`src/rtl/fifo_rr_arbiter_pkg.sv`:
```
// Shared types and constants for the round-robin FIFO drain controller.
package fifo_rr_arbiter_pkg;

    localparam int unsigned GRANT_W = 3;
    localparam int unsigned COUNT_W = 8;

    typedef enum logic [1:0] {
        ST_INIT   = 2'd0,
        ST_IDLE   = 2'd1,
        ST_ACTIVE = 2'd2,
        ST_PAUSE  = 2'd3
    } state_e;

endpackage

```
`src/rtl/fifo_rr_arbiter_rr_pick.sv`:
```
// Round-robin search: first set request at or after ptr, modulo N_IN.
module fifo_rr_arbiter_rr_pick
    import fifo_rr_arbiter_pkg::*;
#(
    parameter int unsigned N_IN = 4
) (
    input  logic [N_IN-1:0]    req,
    input  logic [GRANT_W-1:0] ptr,
    output logic [N_IN-1:0]    onehot,
    output logic [GRANT_W-1:0] idx,
    output logic               any
);

    logic [2*N_IN-1:0]  dbl;
    logic [N_IN-1:0]    rot;
    logic [GRANT_W-1:0] ptr_mod;
    logic [GRANT_W-1:0] enc;

    // Rotate so ptr lands at bit 0, pick the lowest set bit, rotate the index back.
    always_comb begin
        ptr_mod = GRANT_W'(32'(ptr) % N_IN);
        dbl     = {req, req};
        rot     = N_IN'(dbl >> ptr_mod);
        enc     = '0;
        any     = 1'b0;
        for (int i = int'(N_IN) - 1; i >= 0; i--) begin
            if (rot[i]) begin
                enc = GRANT_W'(i);
                any = 1'b1;
            end
        end
        idx    = GRANT_W'((32'(enc) + 32'(ptr_mod)) % N_IN);
        onehot = any ? (N_IN'(1) << idx) : '0;
    end

endmodule

```
`src/rtl/fifo_rr_arbiter.sv`:
```
// Drains N_IN first-word-fall-through FIFOs round-robin into one downstream FIFO
// and drives the full/empty thresholds shared by all of them.
module fifo_rr_arbiter
    import fifo_rr_arbiter_pkg::*;
#(
    parameter int unsigned WORD_SIZE = 6,
    parameter int unsigned PTR_L     = 3,
    parameter int unsigned N_IN      = 4
) (
    input  logic                      clk,
    input  logic                      reset,
    input  logic [PTR_L-1:0]          cfg_full_th,
    input  logic [PTR_L-1:0]          cfg_empty_th,
    input  logic [N_IN-1:0]           in_empty,
    input  logic [N_IN*WORD_SIZE-1:0] in_data,
    output logic [N_IN-1:0]           in_rd,
    input  logic                      out_almost_full,
    input  logic                      out_full,
    output logic                      out_wr,
    output logic [WORD_SIZE-1:0]      out_data,
    output logic [GRANT_W-1:0]        grant_id,
    output logic [PTR_L-1:0]          full_threshold,
    output logic [PTR_L-1:0]          empty_threshold,
    output logic                      idle,
    output logic [COUNT_W-1:0]        word_count,
    output logic                      error
);

    state_e               state_q, state_d;
    logic [GRANT_W-1:0]   ptr_q, ptr_d;
    logic                 out_wr_q, out_wr_d;
    logic [WORD_SIZE-1:0] out_data_q, out_data_d;
    logic [GRANT_W-1:0]   grant_q, grant_d;
    logic [PTR_L-1:0]     full_th_q, full_th_d;
    logic [PTR_L-1:0]     empty_th_q, empty_th_d;
    logic [COUNT_W-1:0]   count_q, count_d;
    logic                 error_q, error_d;

    logic [N_IN-1:0]      pick_onehot;
    logic [GRANT_W-1:0]   pick_idx;
    logic                 pick_any;
    logic                 stall;
    logic                 pop;
    logic [WORD_SIZE-1:0] pick_data;

    fifo_rr_arbiter_rr_pick #(.N_IN(N_IN)) u_pick (
        .req    (~in_empty),
        .ptr    (ptr_q),
        .onehot (pick_onehot),
        .idx    (pick_idx),
        .any    (pick_any)
    );

    assign stall = out_almost_full | out_full;

    always_comb begin
        pick_data = '0;
        for (int i = 0; i < int'(N_IN); i++) begin
            if (pick_onehot[i]) pick_data = in_data[i*WORD_SIZE +: WORD_SIZE];
        end
    end

    // Next state, pop strobe and pipeline inputs.
    always_comb begin
        state_d    = state_q;
        ptr_d      = ptr_q;
        full_th_d  = full_th_q;
        empty_th_d = empty_th_q;
        in_rd      = '0;
        unique case (state_q)
            ST_INIT: begin
                full_th_d  = cfg_full_th;
                empty_th_d = cfg_empty_th;
                state_d    = ST_IDLE;
            end
            ST_IDLE: begin
                if (pick_any && !stall) state_d = ST_ACTIVE;
            end
            ST_ACTIVE: begin
                in_rd = stall ? '0 : pick_onehot;
                if (stall)          state_d = ST_PAUSE;
                else if (!pick_any) state_d = ST_IDLE;
            end
            ST_PAUSE: begin
                if (!stall) state_d = pick_any ? ST_ACTIVE : ST_IDLE;
            end
            default: state_d = ST_INIT;
        endcase

        pop = |in_rd;
        if (pop) ptr_d = (pick_idx == GRANT_W'(N_IN - 1)) ? '0 : pick_idx + GRANT_W'(1);

        out_wr_d   = pop;
        out_data_d = pop ? pick_data : out_data_q;
        grant_d    = pop ? pick_idx : grant_q;
        count_d    = pop ? count_q + COUNT_W'(1) : count_q;
        // A write landing while downstream is already full is lost; flag it until reset.
        error_d    = error_q | (out_wr_q & out_full);
    end

    always_ff @(posedge clk) begin
        if (reset) begin
            state_q    <= ST_INIT;
            ptr_q      <= '0;
            out_wr_q   <= 1'b0;
            out_data_q <= '0;
            grant_q    <= '0;
            full_th_q  <= '0;
            empty_th_q <= '0;
            count_q    <= '0;
            error_q    <= 1'b0;
        end else begin
            state_q    <= state_d;
            ptr_q      <= ptr_d;
            out_wr_q   <= out_wr_d;
            out_data_q <= out_data_d;
            grant_q    <= grant_d;
            full_th_q  <= full_th_d;
            empty_th_q <= empty_th_d;
            count_q    <= count_d;
            error_q    <= error_d;
        end
    end

    assign out_wr          = out_wr_q;
    assign out_data        = out_data_q;
    assign grant_id        = grant_q;
    assign full_threshold  = full_th_q;
    assign empty_threshold = empty_th_q;
    assign idle            = (state_q == ST_IDLE);
    assign word_count      = count_q;
    assign error           = error_q;

endmodule
```
`config.mk`:
```
export PLATFORM = sky130hd
export DESIGN_NAME = fifo_rr_arbiter
export DESIGN_NICKNAME = d
export VERILOG_FILES = /design/src/rtl/fifo_rr_arbiter_pkg.sv /design/src/rtl/fifo_rr_arbiter_rr_pick.sv /design/src/rtl/fifo_rr_arbiter.sv
export SDC_FILE = /design/constraint.sdc
export NUM_CORES = 1
export LEC_CHECK = 0
export CAP_MARGIN = 0
export CORE_MARGIN = 10
export CORE_UTILIZATION = 44
export DETAILED_ROUTE_END_ITERATION = 6
export PLACE_DENSITY = 0.8
export SKIP_LAST_GASP = 1
export SLEW_MARGIN = 40
export SYNTH_ARGS = -nofsm -noshare
export SYNTH_HDL_FRONTEND = slang
export SYNTH_HIERARCHICAL = 1
export SYNTH_SLANG_ARGS = --single-unit
```
`constraint.sdc`:
```
create_clock -name clk -period 3.38 [get_ports clk]
set_clock_uncertainty 0.2 [all_clocks]
set_input_delay 0.338 -clock clk [delete_from_list [all_inputs] [get_ports clk]]
set_output_delay 0.338 -clock clk [all_outputs]
set_load 0.005 [all_outputs]
```
==> results, run 1 <==
- The endpoint of the worst-slack reg-to-reg timing path is out_data[2].
- The post-synthesis instance total is 220.
- The number of port buffers is 67.
- The reg-to-reg critical path startpoint is ptr_q[1].
- The later pin in the worst-skew pair is clocked with a latency of 0.28 ns.
- The highest fanout seen on the critical path is 7.
- The netlist area before placement is 1730 µm².
- Routability-driven placement finished with a final weighted congestion of 0.801.
- Once the floorplan was initialized, standard cells occupied 46.2% of the core.
- The number of nets produced by synthesis is 261.
- The actual slew at the worst max-slew pin is 0.791 ns.
- The final max-slew violation count is 0.
- In this run the most critical hold path is launched from error.
- The count of final setup violators is 1.
- Setup repair after global routing could not meet its margin everywhere.
- The first global-routing pass estimated 8090 µm of wire.
- The floorplan step defined a die boundary enclosing 6840 µm².
- The total negative slack is -0.100 ns.
- A synthesized cell averages 7.86 µm².
- Detailed placement ended at an HPWL of 3870 µm.
- After detailed routing, the number of remaining DRC violations is 0.
- The level count of the clock H-tree is 2.
- Power spread over the standard cell area amounts to 314 nW/µm².
- The path category of the worst min-delay check is flop to flop.
- The number of hold violations in the final report is 0.
- Summing over every cut layer, the via total after detailed routing is 1887.
- Row generation in the floorplan step produced 22 rows.
- For this run, the share of the core covered by cells in the final layout is 75.3%.
- The core outline area is 3740 µm².
- In this run the remaining antenna-violating nets after routing total 0.
- The max capacitance violation total is 0.
- 68 I/O pins were placed.
- The via count of the first global-routing pass is 1875.
- The vertical die dimension is 82.7 µm.
- The post-route worst setup slack is -0.100 ns.
- In the final routed layout, each cell accounts on average for 15.2 µm.
- The arrival time at the worst endpoint is 2.94 ns.
- TritonCTS built the clock tree.
- The worst IR drop on VDD is 138 µV.
- Setup slack on the worst reg-to-reg path comes out at 0.13 ns.
- Using the TritonRoute via totals, the vias-per-cell ratio works out to 5.35.
- The analysis attributes to cell leakage a power of 1.06 nW.
- The type of the setup path with the least slack is input pin to output port.
- The fmax is 287 MHz.
- The post-layout instance count excluding filler cells is 353.
- The worst min-delay path endpoint is error.
- The run finished, with violations left.
- The number of buffers added by the clock tree synthesis step is 5.
- The number of inserted diodes is 0.
- Yosys printed 6 warnings.
- The part of the cycle the worst path needs is 103%.
- The tree is rooted in a sky130_fd_sc_hd__clkbuf_8.
- The area growth from synthesis to layout is 63.0%.
- The initial detailed-routing violation count is 55.
- The maximum number of pins on one net before global-route repair is 24.
- The logic depth of the worst register-to-register path is 14.
- The initial antenna violation count was 0.
- The instance count after placement with tap cells included is 340.
- The final layout contains routed wiring with a total length of 5360 µm.
- The worst endpoint required time is 2.84 ns.
- The critical path endpoint category is an output port.
- The number of cells on the worst hold path is 2.
- After global routing the overflow that remains totals 0.
- The pre-antenna-repair detailed-routing pass consisted of 4 iterations.
- The count of clock tree sinks is 29.
- The global-route usage over all layers is 14.6%.
- The relative slew slack is 47.1%.
- From left edge to right edge, the die measures 82.7 µm.
- The worst setup path is launched from an input pin.
- The clock passes through at most 2 buffers.
- For the finished layout, the period the worst path requires is 3.48 ns.
- The post-route netlist has 22.3% of its cells at a drive strength greater than 1.
- In the final design database the tool counted 345 nets.
- Clock-pin slew was measured on the worst setup and hold paths at 0.05 ns.
- The final reports fail on setup timing.
layout by cell type (no fill, tap or decap), types with 7 or more instances in the layout:
| master | instances |
|---|---|
| sky130_fd_sc_hd__o21ai_0 | 13 |
| sky130_fd_sc_hd__a311oi_1 | 8 |
| sky130_fd_sc_hd__a21oi_1 | 29 |
| sky130_fd_sc_hd__nor2_1 | 10 |
| sky130_fd_sc_hd__clkdlybuf4s50_1 | 64 |
| sky130_fd_sc_hd__buf_4 | 27 |
| sky130_fd_sc_hd__nand3_1 | 7 |
| sky130_fd_sc_hd__inv_1 | 11 |
| sky130_fd_sc_hd__nand2_1 | 12 |
| sky130_fd_sc_hd__dfxtp_1 | 27 |
| sky130_fd_sc_hd__clkbuf_8 | 7 |
power breakdown:
part,leakage (nW),switching [mW],internal [mW]
registers,0.236,0.00708,0.350
logic,0.770,0.0955,0.126
clock network,0.0542,0.124,0.183
total,1.06,0.227,0.659
worst max path at each step:
stage,start,endpoint,slack [ns],cells after the start
floorplan,in_empty[2],word_count[6],0.29,13
global placement,in_empty[3],in_rd[0],-0.13,13
detailed placement,in_empty[0],word_count[6],-0.19,12
CTS,ptr_q[0],in_rd[0],-0.00007,10
global route,in_empty[0],in_rd[0],-0.21,12
finish,in_empty[2],in_rd[0],-0.10,12
stage by stage:
| step | hold WS (ns) | worst slack [ns] | area [µm²] | total power, mW |
|---|---|---|---|---|
| after global routing | 0.286 | -0.213 | 2820 | 0.931 |
| after detailed placement | 0.258 | -0.194 | 2550 | 0.554 |
| after CTS | 0.271 | -0.0000673 | 2730 | 0.874 |
| final | 0.265 | -0.100 | 2820 | 0.886 |
| after global placement | 0.253 | -0.134 | 2550 | 0.550 |
| after floorplan | 0.260 | 0.291 | 1730 | 0.453 |
repair_timing:
action                     CTS  global route
setup endpoints to repair    4            18
setup buffers                2             3
pin swaps                    3             2
hold buffers                 0             0
resized for setup           20            17
state kept, by name, indices dropped and copies added, names as in the netlist:
register / flops
state_q: 2
empty_threshold: 3
full_threshold: 3
grant_id: 3
out_data: 6
ptr_q: 2
out_wr: 1
word_count: 8
error: 1
critical path, stage by stage:
cell and delay [ns]:
sky130_fd_sc_hd__clkdlybuf4s50_1 0.47, sky130_fd_sc_hd__inv_2 0.07, sky130_fd_sc_hd__nor4_2 0.31, sky130_fd_sc_hd__a21oi_2 0.05
sky130_fd_sc_hd__o21ai_1 0.10, sky130_fd_sc_hd__ha_2 0.33, sky130_fd_sc_hd__nor2_4 0.16, sky130_fd_sc_hd__nand2_2 0.10
sky130_fd_sc_hd__mux2i_2 0.24, sky130_fd_sc_hd__buf_4 0.16, sky130_fd_sc_hd__and2_1 0.11, sky130_fd_sc_hd__clkdlybuf4s50_1 0.51
area by class of cell:
cell class,instances,area (µm²)
clock inverter,1,5.00
fill,306,926
tap,48,60.1
timing repair buffer,95,888
clock buffer,7,96.3
multi-input combinational,158,1130
sequential,29,583
inverter,15,56.3
routing by layer:
layer  global-route usage (%)  vias to the layer above  wire [µm]
li1                         -                      969          -
met1                     16.1                      854       2240
met2                     25.1                       59       2570
met3                     6.48                        5        494
met4                     3.68                        0         53
met5                        0                        -          0
Power figures use the tool's default switching activity.
==> run 2, diff against run 1 <==
--- a/config.mk
+++ b/config.mk
@@ -9,9 +9,7 @@
 export CORE_MARGIN = 10
 export CORE_UTILIZATION = 44
 export DETAILED_ROUTE_END_ITERATION = 6
-export PLACE_DENSITY = 0.8
-export SKIP_LAST_GASP = 1
-export SLEW_MARGIN = 40
+export PLACE_DENSITY = 0.85
 export SYNTH_ARGS = -nofsm -noshare
 export SYNTH_HDL_FRONTEND = slang
 export SYNTH_HIERARCHICAL = 1
==> results, run 2 (same netlist as run 1, synthesis figures left out) <==
- The initial antenna violation count is 0.
- Entering global routing, the biggest net connects 34 pins.
- For this run, design rule violations remaining after detail routing come to 0.
- Counting the buffers created by CTS gives 5.
- The number of hold violations in the final report is 0.
- The combinational share of power is 26.6%.
- The repair_antennas step left the layout with diodes totalling 0.
- The max capacitance violation total is 0.
- The kind of cell adding the most delay to the critical path is simple AND/OR/NAND/NOR gates.
- The post-layout instance count excluding filler cells is 355.
- The fmax is 300 MHz.
- The number of port buffers is 67.
- The vertical die dimension is 82.7 µm.
- The maximum clock path buffer count is 2.
- The path category of the worst min-delay check is flop to flop.
- The detailed-routing iteration count for the pre-antenna-repair pass is 4.
- The worst register-to-register path begins at ptr_q[0].
- The run finished with clean final reports.
- The final RePlAce weighted congestion is 0.866.
- The die covers 6840 µm².
- Net switching is 27.3% of the power.
- Dividing the detail-routed wire length by the instance count gives 16.3 µm.
- The leading cell type in the layout, fill and taps excluded is sky130_fd_sc_hd__clkdlybuf4s50_1.
- The via count of the first global-routing pass is 1897.
- The wire-length estimate of the detail-placed layout is 4030 µm.
- Setup slack on the worst reg-to-reg path comes out at 0.14 ns.
- The instance count after placement with tap cells included is 339.
- Compared with the post-synthesis result, the final layout area differs by 64.6%.
- The average vias per placed instance is 5.62.
- Once detail routing completed, the nets flagged for antenna violations numbered 0.
- Traced cell by cell, the critical path runs through clkdlybuf4s50_1, inv_2, nor3_1, a311oi_1, o21ai_1, ha_4, nor2b_4, nand2_2, mux2i_4, buf_4, buf_4, or4_4, buf_6, a311oi_2, a31o_2.
- TritonCTS built the clock tree.
- The net switching power figure is 0.233 mW.
- The smallest clock period supported by the final layout is computed as 3.33 ns.
- STA classifies the critical path startpoint as an input pin.
- After filler insertion, the fill cell instance count of the layout stands at 272.
- The final max-slew violation count is 0.
- The power share of the clock group is 31.5%.
- The horizontal extent of the die is 82.7 µm.
- Sequential cells account for 41.9% of the total power.
- The routed layout has 1996 vias.
- For the pin with the worst max-slew slack, the measured transition is 0.565 ns.
- At the end of the flow, the number of nets in the layout was 347.
- The register with the most flip-flops in the layout has 8 of them.
- At the worst endpoint, the arrival time is 3.37 ns.
- The floorplan has 22 rows.
- The tree is rooted in a sky130_fd_sc_hd__clkbuf_8.
- On the worst path, the slowest cell contributes a delay of 0.55 ns.
- The total negative slack is 0 ns.
- The count of clock tree sinks is 29.
- The first-pass GRT wire length is 8470 µm.
- The leakage power total is 1.09 nW.
- The library cell contributing the largest single delay on the critical path is sky130_fd_sc_hd__or4_4.
- The worst setup path startpoint is in_empty[2].
- Power spread over the standard cell area amounts to 299 nW/µm².
- VDD sags by at most 140 µV.
- The number of buffers added to fix hold violations after cts is 0.
- The type of the setup path with the least slack is input pin to flop.
- Of all nets on the critical path, the largest fanout is 6.
- The initial detailed-routing violation count is 123.
- For this run, the total global-route usage over all layers was measured as 15.3%.
- The endpoint identified for the worst register-to-register timing path is word_count[2].
- The worst endpoint required time is 3.41 ns.
- The critical path endpoint category is a flop.
- In this run the number of cells on the critical path is 15.
- The critical path endpoint is word_count[2].
- The relative slew slack is 62.2%.
- The final-layout worst hold slack is 0.275 ns.
- The clock-pin transition on the worst setup and hold timing paths is 0.06 ns.
- The total wire length is 5800 µm.
- After floorplanning, the core was sized to cover 3740 µm².
- The final critical path takes up 98.6% of the cycle.
- The top-level port count is 68.
- The post-route netlist has 20.8% of its cells at a drive strength greater than 1.
- In this design, the critical path's most frequently occurring cell is sky130_fd_sc_hd__buf_4.
- Leaving out fill and tap cells, the most frequent cells in the layout are 62 x sky130_fd_sc_hd__clkdlybuf4s50_1, 31 x sky130_fd_sc_hd__a21oi_1, 27 x sky130_fd_sc_hd__dfxtp_1, 27 x sky130_fd_sc_hd__buf_4, 13 x sky130_fd_sc_hd__o21ai_0.
- The number of buffers and inverters on the critical path is 5.
- The clock insertion delay at the later pin of the skew report is 0.28 ns.
- The initial core utilization is 46.2%.
- The worst register-to-register path has a depth of 13.
- The count of final setup violators is 0.
- The level count of the clock H-tree is 2.
- After global routing the overflow that remains totals 0.
- The cell-internal power is 0.620 mW.
-- run 2: cell types whose count changed in the layout (fill, tap and decap cells not counted), sizes merged --
cell,change
buf,+2
clkdlybuf4s50,-2
clkbuf,-1
clkinv,+1
dlygate4sd2,+1
dlymetal6s2s,+1
-- run 2: layer usage --
metal / vias up / part of all wire [%] / track usage, % / wire length, µm
met2: 92 / 50 / 25.5 / 2890
met5: - / 0 / 0 / 0
met3: 13 / 10 / 7.45 / 581
li1: 970 / - / - / -
met4: 0 / 2.1 / 5.02 / 121
met1: 921 / 38 / 16.8 / 2210
-- run 2: worst min path at each step --
stage                      start                 to  slack [ns]  cells after the start
6_report       full_threshold[0]  full_threshold[0]        0.27                      2
5_1_grt              grant_id[0]        grant_id[0]        0.31                      2
4_1_cts                    error              error        0.27                      2
3_5_place_dp               error              error        0.26                      2
3_3_place_gp               error              error        0.25                      2
2_1_floorplan              error              error        0.26                      2
-- run 2: final cells by class --
type                            instances  area (µm²)  area share, %
Clock buffer                            6        72.6           2.55
Inverter                               15        56.3           1.98
Tap cell                               48        60.1           2.11
Multi-Input combinational cell        158        1150           40.4
Clock inverter                          2        10.0          0.352
Sequential cell                        29         583           20.5
Timing Repair Buffer                   97         915           32.1
-- run 2: stage by stage --
stage / util (%) / power (mW) / area (µm²) / setup slack [ns]
floorplan: - / 0.453 / 1730 / 0.291
global placement: 67.9 / 0.546 / 2540 / -0.0646
detailed placement: 67.9 / 0.551 / 2540 / -0.210
CTS: 71.0 / 0.825 / 2660 / -0.0376
global route: 76.0 / 0.896 / 2850 / -0.0741
finish: 76.0 / 0.852 / 2850 / 0.0466
-- run 2: what timing repair did --
action / CTS / global route
setup buffers: 3 / 4
endpoints found under the setup margin: 4 / 19
cloned: 0 / 1
hold endpoints to repair: 0 / 0
gates resized for setup: 7 / 29
pin swaps: 2 / 8
-- run 2: power by group through the flow --
stage	logic, mW	registers [mW]	clock network [mW]
floorplan	0.0923	0.361	0
global placement	0.183	0.364	0
detailed placement	0.187	0.364	0
CTS	0.193	0.357	0.276
global route	0.244	0.358	0.294
finish	0.226	0.357	0.269
-- run 2: worst reg2reg max path, cell delays in order, from the launching register on --
cell and delay, ns:
sky130_fd_sc_hd__dfxtp_2 0.47, sky130_fd_sc_hd__nor2b_1 0.24, sky130_fd_sc_hd__a221oi_2 0.08, sky130_fd_sc_hd__o21ai_1 0.22, sky130_fd_sc_hd__ha_4 0.24, sky130_fd_sc_hd__nor2b_4 0.13, sky130_fd_sc_hd__nand2_2 0.10, sky130_fd_sc_hd__mux2i_4 0.10
sky130_fd_sc_hd__buf_4 0.16, sky130_fd_sc_hd__buf_4 0.14, sky130_fd_sc_hd__or4_4 0.56, sky130_fd_sc_hd__buf_6 0.15, sky130_fd_sc_hd__a311oi_2 0.26, sky130_fd_sc_hd__a31o_2 0.14
==> run 3, diff against run 2 <==
--- a/config.mk
+++ b/config.mk
@@ -9,7 +9,7 @@
 export CORE_MARGIN = 10
 export CORE_UTILIZATION = 44
 export DETAILED_ROUTE_END_ITERATION = 6
-export PLACE_DENSITY = 0.85
+export PLACE_DENSITY = 0.8
 export SYNTH_ARGS = -nofsm -noshare
 export SYNTH_HDL_FRONTEND = slang
 export SYNTH_HIERARCHICAL = 1
==> results, run 3 (same netlist as run 1, synthesis figures left out) <==
- The clock net in this run drives a total of 29 sinks.
- The initial antenna violation count was 0.
- The number of port buffers is 67.
- Clock tree synthesis inserted a total of 5 buffers.
- The switching power share of the total is 25.6%.
- Setup repair after global routing could not meet its margin everywhere.
- The number of nets with antenna violations after detailed routing is 0.
- Cell internal power was estimated by the tool at 0.659 mW.
- The core region is 3740 µm².
- The flow ran to the end, but the final reports show violations.
- The total wire length is 5360 µm.
- Per report_power, the clock group accounts for 34.7% of the total.
- The signed area change from the synthesized netlist to the final layout is 63.1%.
- The actual slew at the worst max-slew pin is 0.790 ns.
- STA classifies the critical path endpoint as an output port.
- For this block, the via count after detailed routing is 1898.
- After global routing the overflow that remains totals 0.
- In this run the horizontal extent of the chip is 82.7 µm.
- Leaving out fill and tap cells, the most frequent cell in the layout is sky130_fd_sc_hd__clkdlybuf4s50_1.
- The type of the setup path with the least slack is input pin to output port.
- The part of the cycle the worst path needs is 103%.
- Global routing used 14.6% of the available tracks.
- The number of hold violations in the final report is 0.
- The clock insertion delay at the later pin of the skew report is 0.28 ns.
- The arrival time at the worst endpoint is 2.94 ns.
- Setup slack on the worst reg-to-reg path comes out at 0.13 ns.
- The first-pass GRT wire length is 8090 µm.
- In this run the critical register-to-register path is captured at out_data[2].
- Using the TritonRoute via totals, the vias-per-cell ratio works out to 5.38.
- Of all nets on the critical path, the largest fanout is 7.
- The net switching power figure is 0.227 mW.
- In this run the vertical extent of the chip is 82.7 µm.
- In the final routed layout, each cell accounts on average for 15.2 µm.
- The min-delay analysis places its worst path in the category flop to flop.
- The worst IR drop on VDD is 138 µV.
- The clock passes through at most 2 buffers.
- The CTS tree is built.
- The reg-to-reg critical path startpoint is ptr_q[1].
- In this run the worst setup path terminates at in_rd[0].
- The checks that failed: setup timing.
- Of the cells placed in the final design, the portion with a size suffix greater than 1 is 22.3%.
- The tool flagged a number of max-cap violations equal to 0.
- Sequential cells burn 40.3% of the power.
- At the worst endpoint, the required time is 2.84 ns.
- Dividing total power by cell area gives a power density of 314 nW/µm².
- STA classifies the critical path startpoint as an input pin.
- The total placed instance area is 2550 µm².
- The final RePlAce weighted congestion is 0.801.
- The post-route standard cell area excluding fillers is 2820 µm².
- The H-tree generated during clock tree synthesis spans 2 levels.
- Setup violations remaining at the end of the flow were counted as 1.
- The clock-pin transition on the worst setup and hold timing paths is 0.05 ns.
- The library cells used most frequently in the layout, excluding fill and tap cells, are 63 x sky130_fd_sc_hd__clkdlybuf4s50_1, 29 x sky130_fd_sc_hd__a21oi_1, 27 x sky130_fd_sc_hd__dfxtp_1, 27 x sky130_fd_sc_hd__buf_4, 13 x sky130_fd_sc_hd__o21ai_0.
- The leakage power total is 1.08 nW.
- The number of antenna diodes in the final layout is 0.
- The logic depth of the worst register-to-register path is 14.
- Once routing completed, OpenROAD measured the worst setup slack at -0.0991 ns.
- The net count of the finished layout is 345.
- The die covers 6840 µm².
- The floorplan has 22 rows.
- The most critical setup path has its startpoint at in_empty[2].
- The final max-slew violation count came to 0.
- The first TritonRoute pass finished after 4 iterations.
- In this run, the number of DRC markers left after iteration 0 of detailed routing was 50.
- The register with the most flip-flops in the layout has 8 of them.
- The total power is 0.886 mW.
- In the routed design, unresolved DRC markers number 0.
- The maximum number of pins on one net before global-route repair is 24.
- Detailed placement finished with a half-perimeter wire length of 3870 µm.
- Once the floorplan was initialized, standard cells occupied 46.2% of the core.
- The top-level port count is 68.
- The via count of the first global-routing pass came to 1875.
- The shortest period the worst path allows is 3.48 ns.
- The root buffer cell chosen for the clock tree is sky130_fd_sc_hd__clkbuf_8.
- In this run the tightest slew margin relative to its limit is 47.2%.
- Static timing analysis puts the maximum clock frequency at 287 MHz.
- In this run, the combinational gates consume 25.0% of the power.
==> run 3: worst min-delay path by stage <==
stage / startpoint / to / slack (ns) / cells after the start
floorplan: error / error / 0.26 / 2
detailed placement: error / error / 0.26 / 2
CTS: error / error / 0.27 / 2
global placement: error / error / 0.25 / 2
finish: error / error / 0.26 / 2
global route: error / error / 0.29 / 2
==> run 3: power groups by stage <==
stage | Sequential [mW] | Combinational (mW) | Clock (mW)
floorplan | 0.361 | 0.0923 | 0
global placement | 0.364 | 0.187 | 0
detailed placement | 0.364 | 0.189 | 0
CTS | 0.357 | 0.202 | 0.315
global route | 0.358 | 0.239 | 0.334
finish | 0.357 | 0.222 | 0.308
==> run 3: worst max-delay path, cell delays in order <==
cell and delay, ns:
sky130_fd_sc_hd__clkdlybuf4s50_1 0.47, sky130_fd_sc_hd__inv_2 0.08, sky130_fd_sc_hd__nor4_2 0.31, sky130_fd_sc_hd__a21oi_2 0.05, sky130_fd_sc_hd__o21ai_1 0.10, sky130_fd_sc_hd__ha_2 0.33
sky130_fd_sc_hd__nor2_4 0.16, sky130_fd_sc_hd__nand2_2 0.10, sky130_fd_sc_hd__mux2i_2 0.24, sky130_fd_sc_hd__buf_4 0.16, sky130_fd_sc_hd__and2_1 0.11, sky130_fd_sc_hd__clkdlybuf4s50_1 0.51
==> run 3: layout make-up <==
class / count / area [µm²]
Clock inverter: 1 / 5.00
Multi-Input combinational cell: 158 / 1130
Fill cell: 305 / 923
Timing Repair Buffer: 95 / 891
Clock buffer: 7 / 96.3
Sequential cell: 29 / 583
Inverter: 15 / 56.3
Tap cell: 48 / 60.1
==> run 3: routing by layer <==
metal  vias up  track usage (%)  routed length, µm
met5         -                0                  0
met4         0             3.68                 63
met3         6             6.48                490
met2        56             25.1               2560
met1       867             16.1               2250
li1        969                -                  -
==> run 3: metrics by stage <==
step                      TNS [ns]  std cells  utilization [%]  hold slack [ns]  setup WS (ns)
final                      -0.0991        353             75.3            0.265        -0.0991
after global routing         -1.16        353             75.3            0.286         -0.213
after CTS                        0        350             73.0            0.271         0.0166
after detailed placement     -2.39        340             68.1            0.258         -0.194
after global placement      -0.770        340             68.1            0.253         -0.134
after floorplan                  0        220                -            0.260          0.291
==> run 3: what timing repair did <==
action,in CTS,in global routing
gates resized for setup,21,17
buffers inserted,2,3
hold buffers,0,0
cloned,0,0
setup endpoints to repair,4,17
pin swaps,3,2
